`src/rtl/uart_data_tx.sv`:
```
// -----------------------------------------------------------------------------
// uart_data_tx
//
// Multi-byte UART transmitter. A DATA_WIDTH-bit word is captured on a one-cycle
// send_en request and sent as DATA_WIDTH/8 consecutive 8N1 frames, with no idle
// gap between frames. The baud rate is selected by baud_set and held for the
// whole word.
//
// Parameters
//   DATA_WIDTH : word width in bits, a multiple of 8 (8..64)
//   MSB_FIRST  : 0 = data[7:0] sent first, 1 = data[DATA_WIDTH-1 -: 8] first
//   CLK_FREQ   : clock frequency in Hz, used to derive the baud divisors
//
// Ports
//   clk        : system clock, rising edge
//   nrst       : asynchronous reset, active HIGH despite the name
//   data       : word to send, sampled only when a request is accepted
//   send_en    : one-cycle transmit request
//   baud_set   : 0..7 -> 9600, 19200, 38400, 57600, 115200, 230400, 460800,
//                921600 baud
//   uart_tx    : serial line, idles high
//   tx_done    : one-cycle pulse when the last stop bit of the word ends
//   uart_state : busy, high from acceptance until word completion
// -----------------------------------------------------------------------------
module uart_data_tx #(
  parameter int DATA_WIDTH = 32,
  parameter bit MSB_FIRST  = 1'b0,
  parameter int CLK_FREQ   = 50000000
) (
  input  logic                  clk,
  input  logic                  nrst,
  input  logic [DATA_WIDTH-1:0] data,
  input  logic                  send_en,
  input  logic [2:0]            baud_set,
  output logic                  uart_tx,
  output logic                  tx_done,
  output logic                  uart_state
);

  localparam int NBYTES = DATA_WIDTH / 8;
  localparam int BCW    = (NBYTES > 1) ? $clog2(NBYTES) : 1;
  localparam logic [BCW-1:0] LAST_BYTE = BCW'(NBYTES - 1);

  // Bit index within a frame: 0 = start, 1..8 = data bits, 9 = stop.
  localparam logic [3:0] BIT_LAST_DATA = 4'd8;
  localparam logic [3:0] BIT_STOP      = 4'd9;

  typedef enum logic {
    IDLE = 1'b0,
    SEND = 1'b1
  } state_t;

  // Clock cycles per bit for each baud selection (truncating division).
  function automatic logic [31:0] baud_div(input logic [2:0] sel);
    logic [31:0] div;
    case (sel)
      3'd0:    div = 32'(CLK_FREQ / 9600);
      3'd1:    div = 32'(CLK_FREQ / 19200);
      3'd2:    div = 32'(CLK_FREQ / 38400);
      3'd3:    div = 32'(CLK_FREQ / 57600);
      3'd4:    div = 32'(CLK_FREQ / 115200);
      3'd5:    div = 32'(CLK_FREQ / 230400);
      3'd6:    div = 32'(CLK_FREQ / 460800);
      default: div = 32'(CLK_FREQ / 921600);
    endcase
    return div;
  endfunction

  // Byte currently on the wire; the word register is shifted after each frame
  // so the active byte always sits at the same end.
  function automatic logic [7:0] active_byte(input logic [DATA_WIDTH-1:0] w);
    logic [7:0] b;
    if (MSB_FIRST) b = w[DATA_WIDTH-1 -: 8];
    else           b = w[7:0];
    return b;
  endfunction

  function automatic logic [DATA_WIDTH-1:0] next_word(input logic [DATA_WIDTH-1:0] w);
    logic [DATA_WIDTH-1:0] n;
    if (MSB_FIRST) n = w << 8;
    else           n = w >> 8;
    return n;
  endfunction

  state_t                state_q,    state_d;
  logic [31:0]           div_m1_q,   div_m1_d;
  logic [31:0]           baud_cnt_q, baud_cnt_d;
  logic [3:0]            bit_cnt_q,  bit_cnt_d;
  logic [BCW-1:0]        byte_cnt_q, byte_cnt_d;
  logic [DATA_WIDTH-1:0] word_q,     word_d;
  logic                  tx_q,       tx_d;
  logic                  done_q,     done_d;

  logic [7:0]            cur_byte;
  logic                  bit_end;

  assign cur_byte = active_byte(word_q);
  assign bit_end  = (baud_cnt_q == div_m1_q);

  always_ff @(posedge clk or posedge nrst) begin
    if (nrst) begin
      state_q    <= IDLE;
      div_m1_q   <= '0;
      baud_cnt_q <= '0;
      bit_cnt_q  <= '0;
      byte_cnt_q <= '0;
      word_q     <= '0;
      tx_q       <= 1'b1;
      done_q     <= 1'b0;
    end else begin
      state_q    <= state_d;
      div_m1_q   <= div_m1_d;
      baud_cnt_q <= baud_cnt_d;
      bit_cnt_q  <= bit_cnt_d;
      byte_cnt_q <= byte_cnt_d;
      word_q     <= word_d;
      tx_q       <= tx_d;
      done_q     <= done_d;
    end
  end

  always_comb begin
    state_d    = state_q;
    div_m1_d   = div_m1_q;
    baud_cnt_d = baud_cnt_q;
    bit_cnt_d  = bit_cnt_q;
    byte_cnt_d = byte_cnt_q;
    word_d     = word_q;
    tx_d       = tx_q;
    done_d     = 1'b0;

    case (state_q)
      IDLE: begin
        tx_d = 1'b1;
        // A request in the same cycle as the tx_done pulse is dropped.
        if (send_en && !done_q) begin
          state_d    = SEND;
          word_d     = data;
          div_m1_d   = baud_div(baud_set) - 32'd1;
          baud_cnt_d = '0;
          bit_cnt_d  = '0;
          byte_cnt_d = '0;
          tx_d       = 1'b0;
        end
      end

      SEND: begin
        if (!bit_end) begin
          baud_cnt_d = baud_cnt_q + 32'd1;
        end else begin
          baud_cnt_d = '0;
          if (bit_cnt_q == BIT_STOP) begin
            if (byte_cnt_q == LAST_BYTE) begin
              state_d = IDLE;
              done_d  = 1'b1;
              tx_d    = 1'b1;
            end else begin
              // Next start bit follows the stop bit with no gap.
              byte_cnt_d = byte_cnt_q + BCW'(1);
              bit_cnt_d  = '0;
              word_d     = next_word(word_q);
              tx_d       = 1'b0;
            end
          end else begin
            // Ending bit k drives the line value for bit k+1: data bit k after
            // the start or data bits 0..7, then the stop bit.
            bit_cnt_d = bit_cnt_q + 4'd1;
            if (bit_cnt_q == BIT_LAST_DATA) tx_d = 1'b1;
            else                            tx_d = cur_byte[bit_cnt_q[2:0]];
          end
        end
      end

      default: begin
        state_d = IDLE;
        tx_d    = 1'b1;
      end
    endcase
  end

  assign uart_tx    = tx_q;
  assign tx_done    = done_q;
  assign uart_state = (state_q == SEND);

endmodule

```
`config.mk`:
```
export PLATFORM = sky130hd
export DESIGN_NAME = uart_data_tx
export DESIGN_NICKNAME = d
export VERILOG_FILES = /design/src/rtl/uart_data_tx.sv
export SDC_FILE = /design/constraint.sdc
export NUM_CORES = 1
export LEC_CHECK = 0
export ABC_AREA = 1
export CAP_MARGIN = 15
export CORE_UTILIZATION = 32
export DETAILED_ROUTE_END_ITERATION = 16
export PLACE_DENSITY = 0.52
export SLEW_MARGIN = 20
export SYNTH_ARGS = -nofsm -noshare
export SYNTH_HDL_FRONTEND = slang
export SYNTH_SLANG_ARGS = --single-unit
```
`constraint.sdc`:
```
create_clock -name clk -period 8.99 [get_ports clk]
set_input_delay 1.798 -clock clk [delete_from_list [all_inputs] [get_ports clk]]
set_output_delay 1.798 -clock clk [all_outputs]
set_load 0.1 [all_outputs]
```
==> metrics.cfg, run 1 <==
[clock_network]
post_cts_buffers=0
ctsResizeCount=0
clkTransAtPathRegs_ns=0.07
cts_tree=yes
clkLatencyLatePin_ns=0.36
cts_buffers=9
htree_num_levels=3
cts_root_buf=clkbuf_16
hold_buffers=0
clockBufferDepth=2
cts_sinks=98

[timing]
setup-tns-final_ns=0
rsz0062_at_grt=no
setup_violations=0
hold_violations=0
min_period_over_period=0.489
worst_pin_slew_ns=1.04
fin_crit_ns=4.39
clock_skew_ns=0.0108
drv_slew=0
slew_headroom=0.309
maxClockFrequency_mhz=228

[die]
num_rows=48
ios=41
dieArea_um2=18700
core_area_um2=17500
initial_core_util=0.332
die_h_um=137
fp.dieW_um=137

[placed_design]
hpwlAfterDp_mm=9.34
routabilityCongestion=0.816
io_buffers=40

[yosys]
ys.flop_type=dfrtp_1
avgSynthCellArea_um2=7.36
netlist_area_um2=5820
synth_xor_area_frac=0.0617
ys_ff_latch=98
ys_seq_area_frac=0.421
synthAdderAreaFrac=0.0107
yosysMostFrequentCell=nand2_1
ys_top_cells_by_count=nand2_1 (317), dfrtp_1 (97), inv_1 (78)
synth.area.top_cells=dfrtp_1 (42%), nand2_1 (20%), nand4_1 (5.1%), inv_1 (5.0%), xnor2_1 (3.6%)
synth_cell_types=38
async_flop_share=1.00
synth_top_family_by_area=simple AND/OR/NAND/NOR gates
synth_edf_count=0
synth_top_area_frac=0.417
synth-simple-area-share=0.361
synthesis.nets=834
synthMuxAreaShare=0
synth_compound_area_frac=0.0565
netlist_instances=791
yosys.area.top_type=dfrtp_1
ys_warn_count=0

[setup_path]
cpLargestDelayFamily=buffers and inverters
critPathSlowestCell=clkdlybuf4s50_1
r2r_slack_ns=5.81
end_kind=output pin
cp_data_arrival_time_ns=2.60
cpPeakStageDelay_ns=1.28
crit_path_start_kind=flip-flop
crit_required_ns=7.19
cp_cell_sequence=clkdlybuf4s50_1
worstPathBufferInverterCount=1
path_class=reg2out
crit_fanout=46

[layout]
utilization=0.377
synthToLayoutAreaGrowth_pct=13.7
drive_gt1_frac=0.0564
nets=854
antenna_cells=0

[route]
avgRoutedWirePerCell_um=13.5
vias_per_cell=4.73
final_antenna_net_count=0
drc_errors=0
dr.pass1.iters=4
wirelength_mm=14.0
route.vias.total=4922
drtIter0Drc=323

[worst_hold_path]
hold_class=reg2reg

[job]
drv_cap=0

[power_and_ir_drop]
pwr_density_cell_nw_per_um2=176
ir_drop_mv=0.0896
power_leakage_nw=3.25

[run_status]
status=complete, no violations

[global_routing]
grt_overflow=0
gr-usage-all-layers=0.161
grt_pass1_vias=4533
grt_max_degree=72
antenna_found_initial=0
grt_pass1_wl_mm=23.2

[stage by stage]
stage / hold slack (ns) / worst slack, ns / std cells / power [mW] / area (µm²)
global placement: 0.456 / 4.96 / 1025 / 0.779 / 6320
global route: 0.487 / 4.45 / 1041 / 1.24 / 6620
finish: 0.471 / 4.60 / 1041 / 1.17 / 6620
detailed placement: 0.459 / 4.93 / 1025 / 0.780 / 6320
floorplan: 0.442 / 4.63 / 791 / 0.716 / 5820
CTS: 0.476 / 4.53 / 1041 / 1.18 / 6620
[final timing paths]
kind                                   startpoint                      end  cells after the start
hold / removal             word_q[26]$_DFFE_PP0P_   word_q[26]$_DFFE_PP0P_                      2
setup reg to reg             uart_state$_DFF_PP0_    word_q[8]$_DFFE_PP0P_                      6
hold reg to reg            word_q[26]$_DFFE_PP0P_   word_q[26]$_DFFE_PP0P_                      2
min in group asynchronous                    nrst  div_m1_q[1]$_DFFE_PP0P_                      2
max in group asynchronous                    nrst     uart_state$_DFF_PP0_                      3
setup / recovery             uart_state$_DFF_PP0_               uart_state                      1
[kinds of logic (layout without fill, tap and decap cells)]
logic type	Yosys count	after routing
DFF	98	98
and+or+nand+nor	482	482
adders and majority gates	5	5
buffers and inverters	117	142
AOI/OAI and AO/OA	48	48
xor gates and xnor gates	41	41
[power by group]
group,internal [mW],total (mW),switching [mW]
Sequential,0.492,0.551,0.0586
Combinational,0.0963,0.220,0.124
Clock,0.224,0.395,0.171
[state kept, by name (all words and copies together), names as in the netlist]
name,count
byte_cnt_q,2
uart_state,1
bit_cnt_q,4
word_q,32
div_m1_q,25
uart_tx,1
tx_done,1
baud_cnt_q,32
[metal layers]
| metal | GRT usage | wire length, µm | vias up |
|---|---|---|---|
| met3 | 0.0237 | 387 | 15 |
| met4 | 0.0653 | 255 | 0 |
| li1 | - | - | 2576 |
| met2 | 0.240 | 6180 | 62 |
| met1 | 0.231 | 7210 | 2269 |
| met5 | 0 | 0 | - |
[layout by cell type (no fill, tap or decap), types with 17 or more instances in the layout]
cell type        synthesis  final
clkdlybuf4s50_1          0     40
dfrtp_1                 97     96
inv_1                   78     77
nand2_1                317    316
nand3_1                 31     31
nand4_1                 47     47
nor2_1                  44     44
nor3_1                  23     23
o22ai_1                 19     19
xnor2_1                 24     24
xor2_1                  17     17
[area by class of cell]
| type | instances | area [µm²] |
|---|---|---|
| Fill cell | 1895 | 10900 |
| Multi-Input combinational cell | 576 | 2850 |
| Clock inverter | 4 | 51.3 |
| Tap cell | 225 | 282 |
| Clock buffer | 12 | 246 |
| Sequential cell | 98 | 2450 |
| Timing Repair Buffer | 42 | 415 |
| Inverter | 84 | 318 |
Power figures use the tool's default switching activity.
==> run 2: changes to the inputs <==
Clock period 8.99 ns to 4.19 ns, I/O delays scaled along.
==> run 2 against run 1 <==
Combinational power up 120%. Register-to-register slack worse by 4.2 ns. Sequential power up 110%. Non-clock buffer count increased by 5. Core utilization is 0.46 points higher.
==> metrics.cfg, run 2 (synthesis results as in run 1) <==
[power_and_ir_drop]
swShare=0.296  ; -0.00788
pwr-share-clk=0.367  ; +0.028
power.internal_mw=1.85  ; +130%
ir_drop_mv=0.211  ; +140%
p_comb_frac=0.182  ; -0.007
p_sw_mw=0.775  ; +120%
power_leakage_nw=3.30  ; +1.6%
seq_power_share=0.451  ; -0.021
pwr_density_cell_nw_per_um2=391  ; +120%

[die]
fp.dieW_um=137  ; unchanged
core_area_um2=17500  ; unchanged
ios=41  ; unchanged
die_h_um=137  ; unchanged
initial_core_util=0.332  ; unchanged
num_rows=48  ; unchanged
dieArea_um2=18700  ; unchanged

[route]
final_antenna_net_count=0  ; unchanged
dr.pass1.iters=5  ; +1
vias_per_cell=4.75  ; +0.45%
route.vias.total=4968  ; +0.93%
wirelength_mm=14.3  ; +2.1%
drtIter0Drc=291  ; -9.9%
avgRoutedWirePerCell_um=13.7  ; +1.6%
drc_errors=0  ; unchanged

[placed_design]
hpwlAfterDp_mm=9.87  ; +5.6%
placed_cells=1030  ; +0.49%
routabilityCongestion=0.819  ; +0.37%
io_buffers=40  ; unchanged
dp_slack_ns=1.35  ; -3.57 ns

[layout]
nets=859  ; +0.59%
synthToLayoutAreaGrowth_pct=15.1
final_cell_mix=nand2_1 (316), dfrtp_1 (96), inv_1 (77)
drive_gt1_frac=0.0658  ; +0.00940
layout_commonest_cell=nand2_1
antenna_cells=0  ; unchanged
largest_registers=baud_cnt_q x32, word_q x32, div_m1_q x25
instances_no_fill=1046  ; +0.48%
utilization=0.382  ; +0.00457

[global_routing]
grt_pass1_wl_mm=24.2  ; +4.0%
antenna_found_initial=0  ; unchanged
grt_pass1_vias=4726  ; +4.3%
grt_overflow=0  ; unchanged
grt_max_degree=54  ; -25%
gr-usage-all-layers=0.167  ; +0.00637

[setup_path]
r2r_slack_ns=1.58  ; -4.23 ns
cp_cell_sequence=clkdlybuf4s50_1
end_kind=output pin
crit_path_start_kind=flip-flop
r2r_start=baud_cnt_q[21]$_DFFE_PP0N_
worstReg2RegEnd=bit_cnt_q[1]$_DFFE_PP0P_
cp_data_arrival_time_ns=2.04  ; -0.56 ns
crit_fanout=2  ; -96%
crit_cells=1  ; unchanged
cp-endpoint=uart_tx
path_class=reg2out
worstPathBufferInverterCount=1  ; unchanged
cpPeakStageDelay_ns=1.14  ; -0.14 ns
crit_required_ns=3.35  ; -3.84 ns
rr_worst_depth=13  ; +7
cp-startpoint=uart_tx$_DFFE_PP1N_
critPathSlowestCell=clkdlybuf4s50_1
cpLargestDelayFamily=buffers and inverters

[clock_network]
clockBufferDepth=2  ; unchanged
clkLatencyLatePin_ns=0.36  ; about the same
clkTransAtPathRegs_ns=0.07  ; about the same
cts_sinks=98  ; unchanged
htree_num_levels=3  ; unchanged
cts_tree=yes
post_cts_buffers=0  ; unchanged
cts_root_buf=clkbuf_16
ctsResizeCount=0  ; unchanged
hold_buffers=0  ; unchanged
cts_buffers=9  ; unchanged

[timing]
min_period_over_period=0.687
fin_crit_ns=2.88
setup_violations=0  ; unchanged
setup-tns-final_ns=0  ; unchanged
hold_violations=0  ; unchanged
hold_slack_ns=0.469  ; -0.00198 ns
rsz0062_at_grt=no
drv_slew=0  ; unchanged
worst_pin_slew_ns=0.986  ; -0.0497 ns
clock_skew_ns=0.00793  ; -0.00283 ns
setup_ws_ns=1.31  ; -3.29 ns
slew_headroom=0.342  ; +0.0332
maxClockFrequency_mhz=347

[run_status]
status=complete, no violations

[worst_hold_path]
hold_depth=2  ; unchanged
hold_class=reg2reg

[job]
drv_cap=0  ; unchanged

[run 2: cell types whose count changed in the layout (fill, tap and decap cells not counted)]
cell / before / now
clkdlybuf4s50_1: 40 / 39
clkbuf_1: 2 / 0
clkinv_2: 1 / 2
buf_4: 2 / 8
clkinvlp_4: 1 / 0
clkbuf_8: 1 / 0
clkinv_4: 1 / 2
bufinv_16: 1 / 3
[run 2: per-layer routing]
metal	vias to the layer above	wire length, µm	global-route usage
li1	2576	-	-
met1	2296	7320	0.239
met3	12	409	0.0211
met4	0	218	0.0604
met2	84	6380	0.257
met5	-	0	0
[run 2: worst min-delay path by stage]
stage,to,start
6_report,word_q[3]$_DFFE_PP0P_,word_q[3]$_DFFE_PP0P_
5_1_grt,word_q[27]$_DFFE_PP0P_,word_q[27]$_DFFE_PP0P_
4_1_cts,word_q[3]$_DFFE_PP0P_,word_q[3]$_DFFE_PP0P_
3_5_place_dp,word_q[3]$_DFFE_PP0P_,word_q[3]$_DFFE_PP0P_
3_3_place_gp,word_q[12]$_DFFE_PP0P_,word_q[12]$_DFFE_PP0P_
2_1_floorplan,word_q[2]$_DFFE_PP0P_,word_q[2]$_DFFE_PP0P_
[run 2: stage by stage]
stage	instance area, µm²	total power [mW]
6_report	6700	2.62
5_1_grt	6700	2.77
4_1_cts	6700	2.65
3_5_place_dp	6360	1.68
3_3_place_gp	6360	1.67
2_1_floorplan	5820	1.54
[run 2: cell type report]
class	count	area, µm²
clock buffer	9	225
clock inverter	7	118
fill	1919	10800
inverter	84	318
multi-input combinational	576	2850
sequential	98	2450
tap	225	282
timing repair buffer	47	450
[run 2: power by group through the flow]
stage,Clock [mW],Combinational (mW),Sequential [mW]
2_1_floorplan,0,0.366,1.17
3_3_place_gp,0,0.475,1.20
3_5_place_dp,0,0.481,1.20
4_1_cts,0.983,0.484,1.18
5_1_grt,1.02,0.557,1.20
6_report,0.962,0.478,1.18
==> run 3: changes to the inputs <==
Settings changed: PLACE_DENSITY 0.52 to 0.53.
Clock period 4.19 ns to 2.6 ns, I/O delays scaled along.
==> run 3 against run 2 <==
Count of clock-buffer cells in the layout increased by 5. Non-clock buffer count increased by 11. Routed wire length increased by 0.16%. Critical path depth increased by 11. Power increased by 52%. Combinational power increased by 64%. Sequential power increased by 61%. Clock power increased by 35%. Sequential share of layout area decreased by 0.38 points. First-iteration DRC count increased by 22%. Register-to-register slack got worse by 1.2 ns. Critical path type is now reg2reg.
==> metrics.cfg, run 3 (synthesis results as in run 1) <==
[global_routing]
grt_use_met3=0.0278  ; +0.00667
gr-usage-all-layers=0.167  ; about the same
grtUsageMet1=0.242  ; +0.00278
busiest_layer=met2
antenna_found_initial=0  ; unchanged
grt_overflow=0  ; unchanged
grt_pass1_vias=4763  ; +0.78%
grt_pass1_wl_mm=24.1  ; -0.23%
grt_max_degree=35  ; -35%
grtUsageMet2=0.249  ; -0.00846

[timing]
setup_violations=0  ; unchanged
rsz0062_at_grt=no
hold_violations=0  ; unchanged
setup-tns-final_ns=0  ; unchanged
setup_ws_ns=0.394  ; -0.917 ns
clock_skew_ns=0.00869  ; +0.000769 ns
min_period_over_period=0.848
drv_slew=0  ; unchanged
worst_pin_slew_ns=0.517  ; -0.470 ns
slew_headroom=0.653  ; +0.311
fin_crit_ns=2.21
maxClockFrequency_mhz=453

[die]
fp.dieW_um=137  ; unchanged
dieArea_um2=18700  ; unchanged
num_rows=48  ; unchanged
ios=41  ; unchanged
die_h_um=137  ; unchanged
initial_core_util=0.332  ; unchanged
core_area_um2=17500  ; unchanged

[power_and_ir_drop]
pwr_density_cell_nw_per_um2=589  ; +50%
ir_drop_mv=0.334  ; +59%
p_total_mw=3.99  ; +52%
power_leakage_nw=3.35  ; +1.4%

[setup_path]
rr_worst_depth=12  ; -1
r2r_start=baud_cnt_q[0]$_DFFE_PP0N_
crit_required_ns=2.84  ; -0.51 ns
end_kind=flip-flop
r2r_slack_ns=0.39  ; -1.19 ns
cpLargestDelayFamily=simple AND/OR/NAND/NOR gates
worstReg2RegEnd=word_q[16]$_DFFE_PP0P_
cp_cell_sequence=inv_1, nand2_1, nand2_1, nand2_1, nor2_1, nand2_1, nor2_2, nand2_4, nand2_4, nand3_4, nand2_1, nand2_1
cpMostUsedCell=nand2_1
crit_fanout=34  ; +32
critPathSlowestCell=dfrtp_1
cpPeakStageDelay_ns=0.44  ; -0.70 ns
path_class=reg2reg
crit_path_start_kind=flip-flop
cp_data_arrival_time_ns=2.44  ; +0.40 ns
worstPathBufferInverterCount=1  ; unchanged

[placed_design]
placed_cells=1041  ; +1.1%
routabilityCongestion=0.884  ; +7.9%
dp_slack_ns=0.299  ; -1.05 ns
hpwlAfterDp_mm=10.3  ; +4.8%
io_buffers=40  ; unchanged

[worst_hold_path]
hold_class=reg2reg
holdPathEnd=word_q[23]$_DFFE_PP0P_
min_from=word_q[23]$_DFFE_PP0P_
hold_depth=2  ; unchanged

[route]
drtIter0Drc=355  ; +22%
drc_errors=0  ; unchanged
wirelength_mm=14.4  ; +0.16%
dr.pass1.iters=5  ; unchanged
final_antenna_net_count=0  ; unchanged
vias_per_cell=4.72  ; -0.68%
route.vias.total=4986  ; +0.36%
avgRoutedWirePerCell_um=13.6  ; -0.88%

[layout]
nets=870  ; +1.3%
utilization=0.386  ; +0.00400
layout_commonest_cell=nand2_1
largest_registers=baud_cnt_q x32, word_q x32, div_m1_q x25
synthToLayoutAreaGrowth_pct=16.3
drive_gt1_frac=0.0781  ; +0.0124
instances_no_fill=1057  ; +1.1%
antenna_cells=0  ; unchanged
final_cell_mix=nand2_1 (316), dfrtp_1 (96), inv_1 (77)

[clock_network]
htree_num_levels=3  ; unchanged
cts_tree=yes
hold_buffers=0  ; unchanged
cts_sinks=98  ; unchanged
clkLatencyLatePin_ns=0.35  ; about the same
post_cts_buffers=0  ; unchanged
ctsResizeCount=0  ; unchanged
cts_root_buf=clkbuf_16
cts_buffers=9  ; unchanged
clockBufferDepth=2  ; unchanged
clkTransAtPathRegs_ns=0.07  ; about the same

[job]
drv_cap=0  ; unchanged

[run_status]
status=complete, no violations

-- run 3: changes by cell type in the layout (fill, tap and decap cells not counted), sizes merged --
cell,previous run,this run
buf,8,21
clkinvlp,0,1
bufinv,3,0
clkinv,4,2
clkdlybuf4s50,39,37
clkbuf,9,14
inv,84,83
-- run 3: layout make-up --
class | count | area [µm²]
fill | 1851 | 10800
multi-input combinational | 576 | 2850
sequential | 98 | 2450
timing repair buffer | 58 | 578
inverter | 84 | 319
tap | 225 | 282
clock buffer | 14 | 274
clock inverter | 2 | 10.0
-- run 3: metrics by stage --
step	hold slack (ns)	area [µm²]
after detailed placement	0.459	6490
after global placement	0.454	6490
after CTS	0.475	6770
final	0.471	6770
after floorplan	0.442	5830
after global routing	0.491	6770
-- run 3: report_power, final --
part / switching (mW) / internal (mW)
Clock: 0.578 / 0.726
Combinational: 0.439 / 0.345
Sequential: 0.199 / 1.70
-- run 3: metal layers --
metal | routed length [µm] | vias up
met5 | 0 | -
met1 | 7400 | 2303
met4 | 183 | 0
li1 | - | 2604
met2 | 6360 | 66
met3 | 410 | 13
-- run 3: worst max-delay path by stage --
stage / start / cells after the start / endpoint
after CTS: baud_cnt_q[19]$_DFFE_PP0N_ / 12 / word_q[16]$_DFFE_PP0P_
after floorplan: uart_state$_DFF_PP0_ / 5 / baud_cnt_q[14]$_DFFE_PP0N_
final: baud_cnt_q[0]$_DFFE_PP0N_ / 12 / word_q[16]$_DFFE_PP0P_
after global routing: baud_cnt_q[18]$_DFFE_PP0N_ / 12 / word_q[24]$_DFFE_PP0P_
after detailed placement: baud_set[1] / 7 / div_m1_q[2]$_DFFE_PP0P_
after global placement: baud_set[1] / 7 / div_m1_q[2]$_DFFE_PP0P_
-- run 3: worst register-to-register path: stages, from the launching register on --
cell	delay, ns
dfrtp_1	0.44
inv_1	0.14
nand2_1	0.06
nand2_1	0.05
nand2_1	0.05
nor2_1	0.10
nand2_1	0.09
nor2_2	0.18
nand2_4	0.12
nand2_4	0.22
nand3_4	0.38
nand2_1	0.19
nand2_1	0.06
